### config.mk
export PLATFORM = sky130hd
export DESIGN_NAME = spi_send_pu
export DESIGN_NICKNAME = d
export VERILOG_FILES = /design/src/rtl/spi_pu_pkg.sv /design/src/rtl/fifo_spi_send.sv /design/src/rtl/spi_send_pu.sv
export SDC_FILE = /design/constraint.sdc
export NUM_CORES = 1
export LEC_CHECK = 0
export ABC_AREA = 1
export BUFFER_PORTS_ARGS = -buffer_cell sky130_fd_sc_hd__buf_2
export CORE_ASPECT_RATIO = 0.9
export CORE_MARGIN = 2
export CORE_UTILIZATION = 62
export CTS_BUF_LIST = sky130_fd_sc_hd__clkbuf_16
export CTS_CLUSTER_SIZE = 40
export DETAILED_ROUTE_END_ITERATION = 8
export GPL_TIMING_DRIVEN = 0
export PLACE_DENSITY_LB_ADDON = 0.25
export RECOVER_POWER = 25
export REMOVE_ABC_BUFFERS = 1
export SLEW_MARGIN = 20
export SYNTH_ARGS = -nofsm -noshare
export SYNTH_HDL_FRONTEND = slang
export SYNTH_SLANG_ARGS = --single-unit
### constraint.sdc
create_clock -name axi_aclk -period 2.4 [get_ports axi_aclk]
set_input_delay 0 -clock axi_aclk [delete_from_list [all_inputs] [get_ports axi_aclk]]
set_output_delay 0 -clock axi_aclk [all_outputs]
set_load 0.005 [all_outputs]
### src/rtl/spi_pu_pkg.sv
`default_nettype none
// ============================================================================
// Module      : spi_pu_pkg
// Description : Shared definitions for the SPI send/receive processing units.
//               The byte width and the FSM state encoding are shared by both
//               ends of the link so that they always agree.
// Revision    : 1.0 - initial release
// ============================================================================
package spi_pu_pkg;

   localparam int SPI_BYTE_BITS = 8;

   // Explicit 3-bit encoding keeps the state register width fixed.
   typedef enum logic [2:0] {
      IDLE  = 3'd0,
      LEAD  = 3'd1,
      SHIFT = 3'd2,
      TRAIL = 3'd3,
      GAP   = 3'd4
   } spi_state_t;

endpackage
`default_nettype wire

### src/rtl/fifo_spi_send.sv
`default_nettype none
// ============================================================================
// Module      : fifo_spi_send
// Description : Single-clock synchronous FIFO with first-word fall-through
//               read data. Holds {last, data} entries for the SPI sender.
// Ports       : clk, rst        - clock, synchronous active-high reset
//               i_wr_en/i_wr_data - write request and entry
//               i_rd_en/o_rd_data - pop request and head entry
//               o_full/o_empty    - registered status flags
//               o_level           - number of stored entries
// Revision    : 1.0 - initial release
// ============================================================================
module fifo_spi_send #(
   parameter int DEPTH = 16,
   parameter int WIDTH = 9
) (
   input  logic                     clk,
   input  logic                     rst,
   input  logic                     i_wr_en,
   input  logic [WIDTH-1:0]         i_wr_data,
   input  logic                     i_rd_en,
   output logic [WIDTH-1:0]         o_rd_data,
   output logic                     o_full,
   output logic                     o_empty,
   output logic [$clog2(DEPTH):0]   o_level
);

   localparam int AW = $clog2(DEPTH);
   localparam int LW = AW + 1;
   localparam logic [LW-1:0] c_full_level = LW'(DEPTH);

   logic [WIDTH-1:0] r_mem [DEPTH];
   logic [AW-1:0]    r_wr_ptr;
   logic [AW-1:0]    r_rd_ptr;
   logic [LW-1:0]    r_level;
   logic             r_full;
   logic             r_empty;

   logic             w_bypass;
   logic             w_do_wr;
   logic             w_do_rd;
   logic [LW-1:0]    w_level_nxt;

   // Read and write together while empty passes the word straight through,
   // so nothing is stored and the level stays at zero.
   assign w_bypass = r_empty && i_rd_en && i_wr_en;
   // A write while full is only taken when the same cycle frees a slot.
   assign w_do_wr  = i_wr_en && (!r_full || i_rd_en) && !w_bypass;
   assign w_do_rd  = i_rd_en && !r_empty;

   always_comb begin
      w_level_nxt = r_level;
      if (w_do_wr && !w_do_rd) begin
         w_level_nxt = r_level + 1'b1;
      end else if (!w_do_wr && w_do_rd) begin
         w_level_nxt = r_level - 1'b1;
      end
   end

   always_ff @(posedge clk) begin
      if (rst) begin
         r_wr_ptr <= '0;
         r_rd_ptr <= '0;
         r_level  <= '0;
         r_full   <= 1'b0;
         r_empty  <= 1'b1;
      end else begin
         if (w_do_wr) begin
            r_wr_ptr <= r_wr_ptr + 1'b1;
         end
         if (w_do_rd) begin
            r_rd_ptr <= r_rd_ptr + 1'b1;
         end
         r_level <= w_level_nxt;
         r_full  <= (w_level_nxt == c_full_level);
         r_empty <= (w_level_nxt == '0);
      end
   end

   // Storage needs no reset; validity is tracked by the pointers and level.
   always_ff @(posedge clk) begin
      if (w_do_wr) begin
         r_mem[r_wr_ptr] <= i_wr_data;
      end
   end

   assign o_rd_data = w_bypass ? i_wr_data : r_mem[r_rd_ptr];
   assign o_full    = r_full;
   assign o_empty   = r_empty;
   assign o_level   = r_level;

endmodule
`default_nettype wire

### src/rtl/spi_send_pu.sv
`default_nettype none
// ============================================================================
// Module      : spi_send_pu
// Description : SPI master transmit unit. Buffers framed bytes in a FIFO and
//               shifts them out MSB first (mode 0) with spi_cs held high for
//               the whole package.
// Ports       : axi_aclk, axi_areset      - clock, sync active-high reset
//               tx_data/tx_last/tx_valid  - byte write with package framing
//               tx_ready                  - FIFO not full
//               spi_clk/spi_mosi/spi_cs   - SPI link
//               package_start_int/_end_int - one-cycle package boundary pulses
//               tx_busy                   - FSM active or bytes pending
// Revision    : 1.0 - initial release
// ============================================================================
module spi_send_pu
   import spi_pu_pkg::*;
#(
   parameter int CLK_DIV    = 4,
   parameter int FIFO_DEPTH = 16
) (
   input  logic                     axi_aclk,
   input  logic                     axi_areset,
   input  logic [SPI_BYTE_BITS-1:0] tx_data,
   input  logic                     tx_last,
   input  logic                     tx_valid,
   output logic                     tx_ready,
   output logic                     spi_clk,
   output logic                     spi_mosi,
   output logic                     spi_cs,
   output logic                     package_start_int,
   output logic                     package_end_int,
   output logic                     tx_busy
);

   localparam int DW = $clog2(CLK_DIV) + 1;
   localparam logic [DW-1:0] c_div_max  = DW'(CLK_DIV - 1);
   localparam logic [2:0]    c_last_bit = 3'(SPI_BYTE_BITS - 1);

   spi_state_t               r_state;
   logic [DW-1:0]            r_div_cnt;
   logic [2:0]               r_bit_cnt;
   logic [SPI_BYTE_BITS-1:0] r_shift;
   logic                     r_last;
   logic                     r_stall;
   logic                     r_spi_clk;
   logic                     r_spi_mosi;
   logic                     r_spi_cs;
   logic                     r_start;
   logic                     r_end;

   logic                     w_fifo_wr;
   logic                     w_fifo_rd;
   logic [SPI_BYTE_BITS:0]   w_fifo_rdata;
   logic                     w_fifo_full;
   logic                     w_fifo_empty;
   logic [$clog2(FIFO_DEPTH):0] w_fifo_level;
   logic                     w_div_done;
   logic                     w_byte_done;

   assign w_fifo_wr   = tx_valid && !w_fifo_full;
   assign w_div_done  = (r_div_cnt == c_div_max);
   // The eighth falling edge of the current byte happens this cycle.
   assign w_byte_done = (r_state == SHIFT) && w_div_done && r_spi_clk &&
                        (r_bit_cnt == c_last_bit);
   // Pop on package start, on data arriving after an underrun, or at a byte
   // boundary inside a package that continues.
   assign w_fifo_rd   = !w_fifo_empty &&
                        ((r_state == IDLE) ||
                         ((r_state == LEAD) && r_stall) ||
                         (w_byte_done && !r_last));

   fifo_spi_send #(
      .DEPTH (FIFO_DEPTH),
      .WIDTH (SPI_BYTE_BITS + 1)
   ) u_fifo (
      .clk       (axi_aclk),
      .rst       (axi_areset),
      .i_wr_en   (w_fifo_wr),
      .i_wr_data ({tx_last, tx_data}),
      .i_rd_en   (w_fifo_rd),
      .o_rd_data (w_fifo_rdata),
      .o_full    (w_fifo_full),
      .o_empty   (w_fifo_empty),
      .o_level   (w_fifo_level)
   );

   always_ff @(posedge axi_aclk) begin
      if (axi_areset) begin
         r_state    <= IDLE;
         r_div_cnt  <= '0;
         r_bit_cnt  <= '0;
         r_shift    <= '0;
         r_last     <= 1'b0;
         r_stall    <= 1'b0;
         r_spi_clk  <= 1'b0;
         r_spi_mosi <= 1'b0;
         r_spi_cs   <= 1'b0;
         r_start    <= 1'b0;
         r_end      <= 1'b0;
      end else begin
         r_start <= 1'b0;
         r_end   <= 1'b0;
         case (r_state)
            IDLE: begin
               if (!w_fifo_empty) begin
                  r_shift    <= w_fifo_rdata[SPI_BYTE_BITS-1:0];
                  r_last     <= w_fifo_rdata[SPI_BYTE_BITS];
                  r_spi_mosi <= w_fifo_rdata[SPI_BYTE_BITS-1];
                  r_spi_cs   <= 1'b1;
                  r_start    <= 1'b1;
                  r_stall    <= 1'b0;
                  r_div_cnt  <= '0;
                  r_state    <= LEAD;
               end
            end
            LEAD: begin
               // r_stall marks an underrun: hold the link until a byte
               // arrives, then give it a full setup period.
               if (r_stall) begin
                  if (!w_fifo_empty) begin
                     r_shift    <= w_fifo_rdata[SPI_BYTE_BITS-1:0];
                     r_last     <= w_fifo_rdata[SPI_BYTE_BITS];
                     r_spi_mosi <= w_fifo_rdata[SPI_BYTE_BITS-1];
                     r_stall    <= 1'b0;
                     r_div_cnt  <= '0;
                  end
               end else if (w_div_done) begin
                  r_spi_clk <= 1'b1;
                  r_div_cnt <= '0;
                  r_bit_cnt <= '0;
                  r_state   <= SHIFT;
               end else begin
                  r_div_cnt <= r_div_cnt + 1'b1;
               end
            end
            SHIFT: begin
               if (w_div_done) begin
                  r_div_cnt <= '0;
                  r_spi_clk <= !r_spi_clk;
                  if (r_spi_clk) begin
                     if (r_bit_cnt == c_last_bit) begin
                        if (r_last) begin
                           r_state <= TRAIL;
                        end else if (!w_fifo_empty) begin
                           r_shift    <= w_fifo_rdata[SPI_BYTE_BITS-1:0];
                           r_last     <= w_fifo_rdata[SPI_BYTE_BITS];
                           r_spi_mosi <= w_fifo_rdata[SPI_BYTE_BITS-1];
                           r_bit_cnt  <= '0;
                        end else begin
                           r_stall <= 1'b1;
                           r_state <= LEAD;
                        end
                     end else begin
                        r_bit_cnt  <= r_bit_cnt + 1'b1;
                        r_spi_mosi <= r_shift[SPI_BYTE_BITS-2];
                        r_shift    <= {r_shift[SPI_BYTE_BITS-2:0], 1'b0};
                     end
                  end
               end else begin
                  r_div_cnt <= r_div_cnt + 1'b1;
               end
            end
            TRAIL: begin
               if (w_div_done) begin
                  r_spi_cs   <= 1'b0;
                  r_end      <= 1'b1;
                  r_spi_mosi <= 1'b0;
                  r_div_cnt  <= '0;
                  r_state    <= GAP;
               end else begin
                  r_div_cnt <= r_div_cnt + 1'b1;
               end
            end
            GAP: begin
               if (w_div_done) begin
                  r_div_cnt <= '0;
                  r_state   <= IDLE;
               end else begin
                  r_div_cnt <= r_div_cnt + 1'b1;
               end
            end
            default: begin
               r_state <= IDLE;
            end
         endcase
      end
   end

   assign tx_ready          = !w_fifo_full;
   assign spi_clk           = r_spi_clk;
   assign spi_mosi          = r_spi_mosi;
   assign spi_cs            = r_spi_cs;
   assign package_start_int = r_start;
   assign package_end_int   = r_end;
   assign tx_busy           = (r_state != IDLE) || (w_fifo_level != '0);

endmodule
`default_nettype wire

== Word level (Yosys, flattened, before mapping) ==
Memory sizes are Yosys's and may differ from the RTL's. A register that Yosys moved wholly into a read port is not among the register bits.
Index checks and enable logic that the tools add are counted.
Word-level totals
  memories: 1
  latch bits: 0
  memory bits (read-only): 0
  logic and storage cells: 160
  output and inout port bits: 7
  register bits after elaboration: 39
  bits in writable memories: 144
  input bits: 12
Operators by class
  multiply operators: 0
  reduce and logical (&&, ||, !) cells: 45
  shift operators: 0
  order comparisons: 0
  bitwise gates (word level): 2
  muxes and demuxes: 69
  div/mod/pow operators: 0
  equality and inequality tests: 21
  add/subtract/negate cells: 6
Memories
  u_fifo.r_mem: depth 16, width 9, read ports 1, clocked after memory_dff 1, write ports 1, line fifo_spi_send.sv:32  | logic [WIDTH-1:0] r_mem [DEPTH];
Operator list (count)
  $mux 3: 19
  $mux 8: 6
  $mux 1: 30
  $pmux 8 s3: 1
  $ne 2x2->1 const B: 9
  $pmux 3 s5: 1
  $logic_and 1x1->1: 14
  $reduce_and 7->1: 2
  $mux 5: 2
  $reduce_and 5->1: 2
  $eq 3x2->1 const B: 3
  $mux 9: 1
  $pmux 3 s3: 1
  $reduce_and 9->1: 1
  $reduce_bool 3->1: 3
  $add 4x1->4 const B: 2
  $mux 4: 2
  $logic_not 1->1: 7
  $add 3x1->3 const B: 2
  $eq 3x3->1 const B: 2
  $ne 3x3->1 const B: 2
  $pmux 1 s3: 2
  $pmux 3 s2: 1
  $reduce_and 6->1: 1
  other kinds (19): 27

== Longest topological paths before layout ==
Gate-level depths: netlist of run 1.
  depth after elaboration: 16
  depth in mapped cells: 14
  gate-level depth less buffers: 14

== Modules after synthesis ==
A second synthesis of run 1 with hierarchy kept.
Second synthesis, totals
  cell total of the unflattened synthesis: 882
  area total of the unflattened synthesis: 8370.5 um^2
Modules (own cells, without submodules)
  fifo_spi_send: area an instance 6940.4 um^2, cells an instance 658, times used 1
  spi_send_pu: area an instance 1430.1 um^2, cells an instance 224, times used 1

== Least setup slack after synthesis of run 1 ==
Ideal clock, no wire load.
  path kind: reg-to-reg
  from: register r_bit_cnt[0]
  to: register (tool-made name)
  required time: 2281 ps
  period minus slack after synthesis: 1770 ps
  cell stages (with the launch flop): 11
  arrival time: 1651 ps
  path slack: 630 ps
  cell sequence: dfxtp_1 -> ha_1 -> ha_1 -> inv_1 -> nor2_1 -> nand2_1 -> o21ai_4 -> nand2_4 -> nor2_1 -> nand4_1 -> and3_1
RTL lines
  start: declaration: line spi_send_pu.sv:41  | logic [2:0] r_bit_cnt;
  start signal: assignment: line spi_send_pu.sv:154  | r_bit_cnt <= r_bit_cnt + 1'b1;

==> flow_metrics.tcl, run 1 <==
set metrics [dict create \
    die_x_extent_um 123 \
    post_drt_wl_per_cell_um 19.3 \
    postRouteWirelength_mm 18.2 \
    worst_clock_skew_ns 0.00957 \
    insertedDiodeCount 0 \
    layoutNonFillerInstCount 941 \
    yosys_warnings 0 \
    die_h_um 111 \
    max_freq_ghz 0.442 \
    path_common_cell "sky130_fd_sc_hd__nand2_1" \
    final_design_area_no_fill_mm2 0.00880 \
    timing.reg2reg.setup_slack_ns 0.14 \
    global_route_total_usage_across_every_layer 0.279 \
    postSynthRegisterBits 186 \
    reg2regPathDepth 8 \
    die-area_mm2 0.0137 \
    clock_sinks 186 \
    synth-async-reset-ratio 0 \
    worst_hold_path_type "in2reg" \
    grt_start_max_net_pins 72 \
    placed_cell_area_mm2 0.00810 \
    timing.final.setup_violations 0 \
    total_leakage_power_nw 3.13 \
    crit_path_top_delay_cell "sky130_fd_sc_hd__dfxtp_1" \
    worstPathMaxFanout 16 \
    critical_path.startpoint_type "flop" \
    maxCapViolations 0 \
    cts_buffers 17 \
    ir_worst_vdd_mv 1.37 \
    rsz0062_at_grt "yes" \
    endpoints_failing_hold 0 \
    sequence_of_cells_on_the_critical_path "inv_1, o211ai_1, nand3_1, nand2_1, nand2_1, nand2_1, nand2_1, a21oi_1" \
    grt_pass1_wl_mm 28.1 \
    slew_headroom 0.273 \
    tritoncts "done" \
    wirelength_met1_mm 7.71 \
    gp_congestion 0.930 \
    synth_area_per_cell_um2 10.6 \
    cp.required_ns 2.75 \
    cts_root_buffer "sky130_fd_sc_hd__clkbuf_16" \
    critical_path_type "reg2reg" \
    synth_sequential_area_ratio 0.650 \
    worst_hold_path.num_cells 3 \
    layout_common_cells "144 x sky130_fd_sc_hd__edfxtp_1, 131 x sky130_fd_sc_hd__nor2_1, 92 x sky130_fd_sc_hd__o21ai_0" \
    cts.clk_slew.worst_paths_ns 0.06 \
    fp-row-count 39 \
    grt_pass1_vias 5385 \
    post_synth_main_area_contributors "sky130_fd_sc_hd__edfxtp_1 54%, sky130_fd_sc_hd__dfxtp_1 11%, sky130_fd_sc_hd__nor2_1 6.6%, sky130_fd_sc_hd__o21ai_0 5.8%, sky130_fd_sc_hd__nand2_1 3.6%" \
    drt.antenna.violating_nets 0 \
    remaining_drc_errors 0 \
    worst_ep_arrival_time_ns 2.62 \
    core_region_area_mm2 0.0126 \
    final-max-slew-violation-count 0 \
    dp_hpwl_mm 10.6 \
    cts_htree_levels 4 \
    worst-slew-pin-transition_ns 1.09 \
    placedCellCount 896 \
    final_period_utilization 0.943 \
    grt_remaining_overflow 0 \
    synth_cell_types 39 \
    first_pass_iters 5 \
    synth-edff-count 144 \
    initialDrtViolationCount 589 \
    synth_top_cell_by_area "sky130_fd_sc_hd__edfxtp_1" \
    critical_path.max_stage_delay_ns 0.75 \
    post_synth_instance_area_mm2 0.00795 \
    io_pins 19 \
    run_status "finished clean" \
    power_density_mw_per_mm2 1090 \
    min_period_ns 2.26 \
    synth_top_cell_area_share 0.544 \
    highest_signal_layer_in_the_routed_design "met4" \
    port_buffers 18 \
    layout.nets 787 \
    postSynthCellCount 748 \
    clk_path_buf_depth 2 \
    vias_per_cell 6.18 \
    grt_antenna_before_repair 0 \
    num_vias 5811 \
    met2_length_mm 8.50 \
    final_layout_size_suffix_gt1_frac 0.0914 \
    latest_clock_arrival_within_the_worst_skew_pair_ns 0.43 \
    setup.worst_path.end_class "flop" \
    ys.flop_type "sky130_fd_sc_hd__edfxtp_1" \
    most_common_library_cell_in_the_layout_ignoring_fill_and_taps "sky130_fd_sc_hd__edfxtp_1" \
    initial_utilization 0.631 \
    met3_wirelength_mm 1.62 \
    area_growth_synth_to_finish_pct 10.7 \
]
-- per-stage QoR --
| step | worst slack [ns] | utilization | hold WS [ns] | TNS (ns) | power [mW] |
|---|---|---|---|---|---|
| after floorplan | -0.485 | - | 0.0691 | -4.00 | 6.09 |
| after global placement | -2.00 | 0.643 | 0.376 | -17.64 | 6.80 |
| after detailed placement | -0.297 | 0.644 | 0.378 | -2.25 | 6.92 |
| after CTS | 0.105 | 0.697 | 0.0980 | 0 | 9.52 |
| after global routing | -0.0369 | 0.699 | 0.155 | -0.513 | 10.1 |
| final | 0.136 | 0.699 | 0.102 | 0 | 9.60 |
-- timing repair --
| action | in CTS | in global routing |
|---|---|---|
| endpoints found under the hold margin | 146 | 0 |
| setup endpoints to repair | 9 | 77 |
| hold buffers | 10 | 0 |
| cloned | 1 | 0 |
| resized for setup | 4 | 9 |
| buffers inserted | 1 | 1 |
-- cell type report --
class / instances / area (um2)
clock buffers: 19 / 475
well taps: 164 / 205
fillers: 876 / 3790
inverters: 46 / 181
flip-flops and latches: 186 / 5170
repair buffers: 30 / 209
multi-input cells: 482 / 2490
clock inverters: 13 / 61.3
repair inverters: 1 / 7.51
-- power by group --
| part | switching [mW] | internal, mW |
|---|---|---|
| clock network | 1.13 | 1.41 |
| logic | 1.91 | 0.975 |
| registers | 0.422 | 3.76 |
| total | 3.46 | 6.15 |
-- cell usage after synthesis (2+ instances only) --
cell / count
sky130_fd_sc_hd__a21oi_1: 34
sky130_fd_sc_hd__o211ai_1: 26
sky130_fd_sc_hd__buf_1: 2
sky130_fd_sc_hd__inv_2: 2
sky130_fd_sc_hd__dfxtp_1: 42
sky130_fd_sc_hd__nand3_1: 48
sky130_fd_sc_hd__inv_1: 44
sky130_fd_sc_hd__buf_2: 13
sky130_fd_sc_hd__o21ai_2: 2
sky130_fd_sc_hd__clkbuf_1: 19
sky130_fd_sc_hd__xor2_1: 4
sky130_fd_sc_hd__nor2_2: 6
sky130_fd_sc_hd__nand2_4: 2
sky130_fd_sc_hd__nor3_1: 5
sky130_fd_sc_hd__edfxtp_1: 144
sky130_fd_sc_hd__o21ai_0: 92
sky130_fd_sc_hd__nand4_1: 5
sky130_fd_sc_hd__nand2_2: 2
sky130_fd_sc_hd__ha_1: 11
sky130_fd_sc_hd__nand2_1: 77
sky130_fd_sc_hd__nor2_1: 140
sky130_fd_sc_hd__a31o_2: 2
sky130_fd_sc_hd__o221ai_1: 10
-- worst max-delay path, delay by kind of cell, from the launching register on --
kind	cells	cell delay, ns
buf+inv	1	0.54
flops	1	0.75
compound gates	2	0.44
simple gates	5	0.45
-- registers in the layout (all words and copies together) (netlist names), 3 cells and up, named ones only --
name             count
r_bit_cnt            3
r_div_cnt            3
r_shift              7
r_state              3
u_fifo.o_level       5
u_fifo.r_mem       144
u_fifo.r_rd_ptr      4
u_fifo.r_wr_ptr      4
-- routing by layer --
layer	global-route usage	up-vias
li1	-	2677
met1	0.409	2799
met2	0.401	301
met3	0.0702	34
met4	0.114	0
met5	0	-
-- cells by family (layout without fill, tap and decap cells) --
group	count (synthesis)	in the layout	share of synthesized area
buf+inv	80	109	0.0398
fa+ha+maj	11	11	0.0173
flops	186	186	0.650
simple gates	292	292	0.159
compound gates	174	174	0.128
xor+xnor	5	5	0.00551
-- path summary, 6_finish.rpt --
path	start	end
worst min-delay path	tx_valid	u_fifo.r_wr_ptr[1]$_SDFFE_PP0P_
worst max-delay path	flop	r_shift[4]$_SDFFE_PP0P_
worst min register to register	r_div_cnt[2]$_SDFFE_PP0P_	r_div_cnt[2]$_SDFFE_PP0P_
worst max register to register	flop	r_shift[4]$_SDFFE_PP0P_
(Power assumes the default switching activity.)
==> run 2, diff against run 1 <==
Settings changed: CELL_PAD_IN_SITES_DETAIL_PLACEMENT set to 0, CELL_PAD_IN_SITES_GLOBAL_PLACEMENT set to 2, CORE_UTILIZATION 62 to 42.
==> run 2 against run 1 <==
Against the previous run: sequential share of layout area down 1.6 points; routed wire length up 4.6%; via count down 4.1%; clock skew up 0.0023 ns; first-iteration DRC count down 26%; maximum frequency down 1.4%; final cell count up 8.6%; critical path depth down 3; critical path type unchanged; largest cell class unchanged.
==> flow_metrics.tcl, run 2 (synthesis results as in run 1) <==
set metrics [dict create \
    timing.reg2reg.setup_slack_ns 0.10 \
    worst_hold_path.num_cells 2 \
    sequence_of_cells_on_the_critical_path "inv_1, nand2_1, inv_1, nand2_1, nor2_1" \
    power.sequential.fraction 0.400 \
    pwr-share-clk 0.305 \
    io_pins 19 \
    worstPathMaxFanout 9 \
    grt_antenna_before_repair 0 \
    fp-row-count 47 \
    dp_hpwl_mm 11.6 \
    final_layout_size_suffix_gt1_frac 0.108 \
    grt_remaining_overflow 0 \
    regToRegEndpoint "u_fifo.r_mem[10][2]$_DFFE_PP_" \
    setup.worst_path.end_class "flop" \
    holdPathEnd "r_div_cnt[0]$_SDFFE_PP0P_" \
    placedCellCount 979 \
    gp_congestion 0.842 \
    maxCapViolations 0 \
    final.setup.worst_slack_ns 0.104 \
    tritoncts "done" \
    insertedDiodeCount 0 \
    grt_start_max_net_pins 72 \
    remaining_drc_errors 0 \
    first_pass_iters 5 \
    grt_pass1_vias 5257 \
    global_route_total_usage_across_every_layer 0.197 \
    nFillCells 1688 \
    cts_buffers 17 \
    critical_path.max_stage_delay_ns 0.77 \
    port_buffers 18 \
    slew_headroom 0.321 \
    max_freq_ghz 0.435 \
    run_status "finished clean" \
    drt.antenna.violating_nets 0 \
    cts_htree_levels 4 \
    crit_path_top_delay_cell "sky130_fd_sc_hd__nor2_1" \
    num_vias 5572 \
    cp.required_ns 2.45 \
    final-max-slew-violation-count 0 \
    reg2regPathDepth 5 \
    power_density_mw_per_mm2 1130 \
    layout.nets 787 \
    cts.clk_slew.worst_paths_ns 0.07 \
    die_x_extent_um 149 \
    min_period_ns 2.30 \
    critical_path.startpoint_type "flop" \
    critical_path_type "reg2reg" \
    clk_path_buf_depth 2 \
    initial_utilization 0.430 \
    cp_num_buf_inv 2 \
    layoutNonFillerInstCount 1022 \
    latest_clock_arrival_within_the_worst_skew_pair_ns 0.43 \
    post-layout-total-power_mw 10.2 \
    largest_register_ffs 144 \
    die_h_um 135 \
    total_leakage_power_nw 3.17 \
    max_flop_register "u_fifo.r_mem" \
    cts_root_buffer "sky130_fd_sc_hd__clkbuf_16" \
    hold_path_startpoint "axi_areset" \
    final_period_utilization 0.957 \
    path_delay_family "simple AND/OR/NAND/NOR gates" \
    endpoints_failing_hold 0 \
    most_common_library_cell_in_the_layout_ignoring_fill_and_taps "sky130_fd_sc_hd__edfxtp_1" \
    worst-slew-pin-transition_ns 1.02 \
    worst_clock_skew_ns 0.0119 \
    clock_sinks 186 \
    timing.final.setup_violations 0 \
    regToRegStartpoint "u_fifo.o_full$_SDFF_PP0_" \
    initialDrtViolationCount 438 \
    grt_pass1_wl_mm 29.6 \
    switchingPower_mw 3.55 \
    post_drt_wl_per_cell_um 18.6 \
    rsz0062_at_grt "yes" \
    postRouteWirelength_mm 19.1 \
    worst_hold_path_type "in2reg" \
    worst_ep_arrival_time_ns 2.35 \
    combinationalPowerShare 0.295 \
    area_growth_synth_to_finish_pct 13.7 \
    core_region_area_mm2 0.0185 \
    cell_internal_pwr_mw 6.63 \
    final_design_area_no_fill_mm2 0.00904 \
    ir_worst_vdd_mv 0.629 \
    sw_frac_of_total 0.349 \
    layout_common_cells "144 x sky130_fd_sc_hd__edfxtp_1, 128 x sky130_fd_sc_hd__nor2_1, 92 x sky130_fd_sc_hd__o21ai_0" \
    place_ws_ns -0.00618 \
    die-area_mm2 0.0200 \
    vias_per_cell 5.45 \
    placed_cell_area_mm2 0.00825 \
]
## run 2: cell types whose count changed in the layout (fill, tap and decap cells not counted), sizes merged
cell and change:
bufinv +5, clkinv -1, dlygate4sd3 -1, buf +2, inv -3, clkbuf -2
## run 2: power by group through the flow
stage	logic, mW	clock network (mW)	registers [mW]
after global placement	2.69	0	4.28
after floorplan	1.99	0	4.11
final	3.00	3.11	4.08
after CTS	2.99	3.16	4.08
after global routing	3.39	3.28	4.12
after detailed placement	2.96	0	4.15
## run 2: metrics by stage
step | setup TNS [ns] | util | hold slack (ns)
final | 0 | 0.489 | 0.0115
after global routing | -1.33 | 0.489 | 0.0396
after CTS | -0.307 | 0.488 | 0.00747
after detailed placement | -0.0836 | 0.447 | 0.377
after global placement | -20.56 | 0.444 | 0.379
after floorplan | -4.00 | - | 0.0691
## run 2: worst max path at each step
stage | start | endpoint | cells past startpoint
finish | u_fifo.o_full$_SDFF_PP0_ | u_fifo.r_mem[10][2]$_DFFE_PP_ | 5
global route | u_fifo.o_full$_SDFF_PP0_ | u_fifo.r_mem[2][2]$_DFFE_PP_ | 5
CTS | u_fifo.o_full$_SDFF_PP0_ | u_fifo.r_mem[13][2]$_DFFE_PP_ | 5
detailed placement | u_fifo.o_full$_SDFF_PP0_ | u_fifo.r_mem[9][4]$_DFFE_PP_ | 5
global placement | flop | spi_mosi$_SDFFE_PP0P_ | 7
floorplan | flop | r_shift[6]$_SDFFE_PP0P_ | 9
## run 2: area by class of cell
cell class,count,area (um2),share of cell area
Timing Repair Buffer,31,226,0.0251
Clock inverter,15,236,0.0262
Inverter,46,175,0.0194
Multi-Input combinational cell,482,2500,0.276
Clock buffer,17,425,0.0471
Tap cell,245,307,0.0339
Sequential cell,186,5170,0.572
## run 2: timing repair
action                                  CTS  global route
hold buffers                              9             0
endpoints found under the setup margin   26            89
pin swaps                                 0             1
resized for setup                         2             8
endpoints found under the hold margin   144             0
setup buffers                             0             2
cloned                                    0             0
## run 2: layer usage
layer,global-route usage,part of all wire
met3,0.0314,0.038
met5,0,0
met2,0.311,0.48
met1,0.285,0.47
met4,0.0519,0.013
==> run 3, diff against run 2 <==
Settings changed: CORE_UTILIZATION 42 to 45, PLACE_DENSITY set to 0.94, PLACE_DENSITY_LB_ADDON 0.25 to unset.
Clock period 2.4 ns to 2.91 ns, I/O delays scaled along.
==> run 3 against run 2 <==
Against the previous run: register-to-register slack better by 0.33 ns; flip-flop and latch count unchanged; maximum frequency down 7.4%; sequential share of layout area up 0.83 points; non-clock buffer count down 4; final cell count down 0.78%; clock skew down 0.0045 ns; critical path depth up 4; clock power down 26%; total power down 21%; critical path type unchanged; largest power group unchanged.
==> flow_metrics.tcl, run 3 (synthesis results as in run 1) <==
set metrics [dict create \
    insertedDiodeCount 0 \
    endpoints_failing_hold 0 \
    setup.worst_path.end_class "flop" \
    critical_path.max_stage_delay_ns 0.83 \
    post_drt_wl_per_cell_um 18.0 \
    latest_clock_arrival_within_the_worst_skew_pair_ns 0.42 \
    max_flop_register "u_fifo.r_mem" \
    cts_htree_levels 4 \
    maxCapViolations 0 \
    grt_pass1_wl_mm 28.3 \
    layout_common_cells "144 x sky130_fd_sc_hd__edfxtp_1, 129 x sky130_fd_sc_hd__nor2_1, 92 x sky130_fd_sc_hd__o21ai_0" \
    vias_per_cell 5.56 \
    min_period_ns 2.48 \
    first_pass_iters 6 \
    worst_ep_arrival_time_ns 2.78 \
    drt.antenna.violating_nets 0 \
    top_usage_layer "met2" \
    clock_sinks 186 \
    slew_headroom 0.223 \
    final_period_utilization 0.852 \
    initialDrtViolationCount 653 \
    worst_hold_path_type "in2reg" \
    dp_hpwl_mm 10.9 \
    die-area_mm2 0.0187 \
    grt_start_max_net_pins 75 \
    grt_pass1_vias 5439 \
    grt_remaining_overflow 0 \
    cts.clk_slew.worst_paths_ns 0.07 \
    clk_path_buf_depth 2 \
    final-max-slew-violation-count 0 \
    fp-row-count 46 \
    gp_congestion 0.830 \
    cp.required_ns 3.21 \
    worstPathMaxFanout 74 \
    ir_worst_vdd_mv 0.425 \
    worst_clock_skew_ns 0.00746 \
    grt_antenna_before_repair 0 \
    final_layout_size_suffix_gt1_frac 0.102 \
    nFillCells 1534 \
    total_leakage_power_nw 3.11 \
    groute.layer.met2.usage 0.311 \
    crit_path_top_delay_cell "sky130_fd_sc_hd__dfxtp_4" \
    die_x_extent_um 144 \
    grt_util_met1 0.286 \
    cts_buffers 17 \
    postRouteWirelength_mm 18.2 \
    hold_ws_ns 0.0158 \
    remaining_drc_errors 0 \
    globalRouteMet3Util 0.0363 \
    final.setup.tns_ns 0 \
    run_status "finished clean" \
    post-layout-total-power_mw 8.02 \
    critical_path.startpoint_type "flop" \
    critical_path_type "reg2reg" \
    timing.final.setup_violations 0 \
    rsz0062_at_grt "no" \
    cts_root_buffer "sky130_fd_sc_hd__clkbuf_16" \
    port_buffers 18 \
    largest_register_ffs 144 \
    num_vias 5637 \
    sequence_of_cells_on_the_critical_path "inv_4, o21ai_0, o211ai_1, nand3_1, nand2_1, nand2_1, nand2_1, nand2_1, a21oi_1" \
    core_region_area_mm2 0.0174 \
    most_common_library_cell_in_the_layout_ignoring_fill_and_taps "sky130_fd_sc_hd__edfxtp_1" \
    io_pins 19 \
    worst-slew-pin-transition_ns 1.16 \
    initial_utilization 0.456 \
    area_growth_synth_to_finish_pct 12.1 \
    tritoncts "done" \
    max_freq_ghz 0.403 \
    die_h_um 130 \
    layout.nets 784 \
    timing.reg2reg.setup_slack_ns 0.43 \
    path_common_cell "sky130_fd_sc_hd__nand2_1" \
    global_route_total_usage_across_every_layer 0.203 \
    power_density_mw_per_mm2 900 \
]
[run 3: final timing paths]
kind / start / cells past startpoint / end
setup reg to reg: flop / 9 / r_shift[1]$_SDFFE_PP0P_
setup / recovery: flop / 9 / r_shift[1]$_SDFFE_PP0P_
hold reg to reg: r_div_cnt[1]$_SDFFE_PP0P_ / 2 / r_div_cnt[1]$_SDFFE_PP0P_
hold / removal: axi_areset / 2 / package_end_int$_SDFF_PP0_
[run 3: where the power goes]
| group | internal, mW | switching, mW | total, mW |
|---|---|---|---|
| Clock | 1.28 | 1.01 | 2.29 |
| Sequential | 3.10 | 0.397 | 3.49 |
| Combinational | 0.772 | 1.47 | 2.24 |
[run 3: worst max-delay path: cells and delay by family (launching register included)]
family	cells	cell delay, ns
compound gates	3	0.50
buf+inv	1	0.47
flops	1	0.83
simple gates	5	0.47
[run 3: layout make-up]
cell class                      instances  area (um2)  area share
Clock buffer                           17         425      0.0477
Clock inverter                         15         160      0.0180
Inverter                               46         179      0.0201
Multi-Input combinational cell        482        2490       0.280
Sequential cell                       186        5170       0.580
Tap cell                              240         300      0.0337
Timing Repair Buffer                   27         173      0.0194
Timing Repair inverter                  1        7.51    0.000842
[run 3: timing repair]
action                                  CTS  global route
gates resized for setup                   0             4
hold endpoints to repair                144             0
endpoints found under the setup margin    0             9
hold buffers                              9             0
setup buffers                             0             0
[run 3: layer usage]
layer / part of all wire / up-vias
li1: - / 2681
met1: 0.45 / 2733
met2: 0.46 / 187
met3: 0.064 / 36
met4: 0.026 / 0
met5: 0 / -
[run 3: metrics by stage]
step	setup WS (ns)	instance area, um2	instances	utilization
after floorplan	0.0252	7800	714	-
after global placement	-1.53	8190	972	0.470
after detailed placement	0.104	8220	972	0.472
after CTS	0.0928	8900	1013	0.510
after global routing	0.219	8910	1014	0.511
final	0.430	8910	1014	0.511
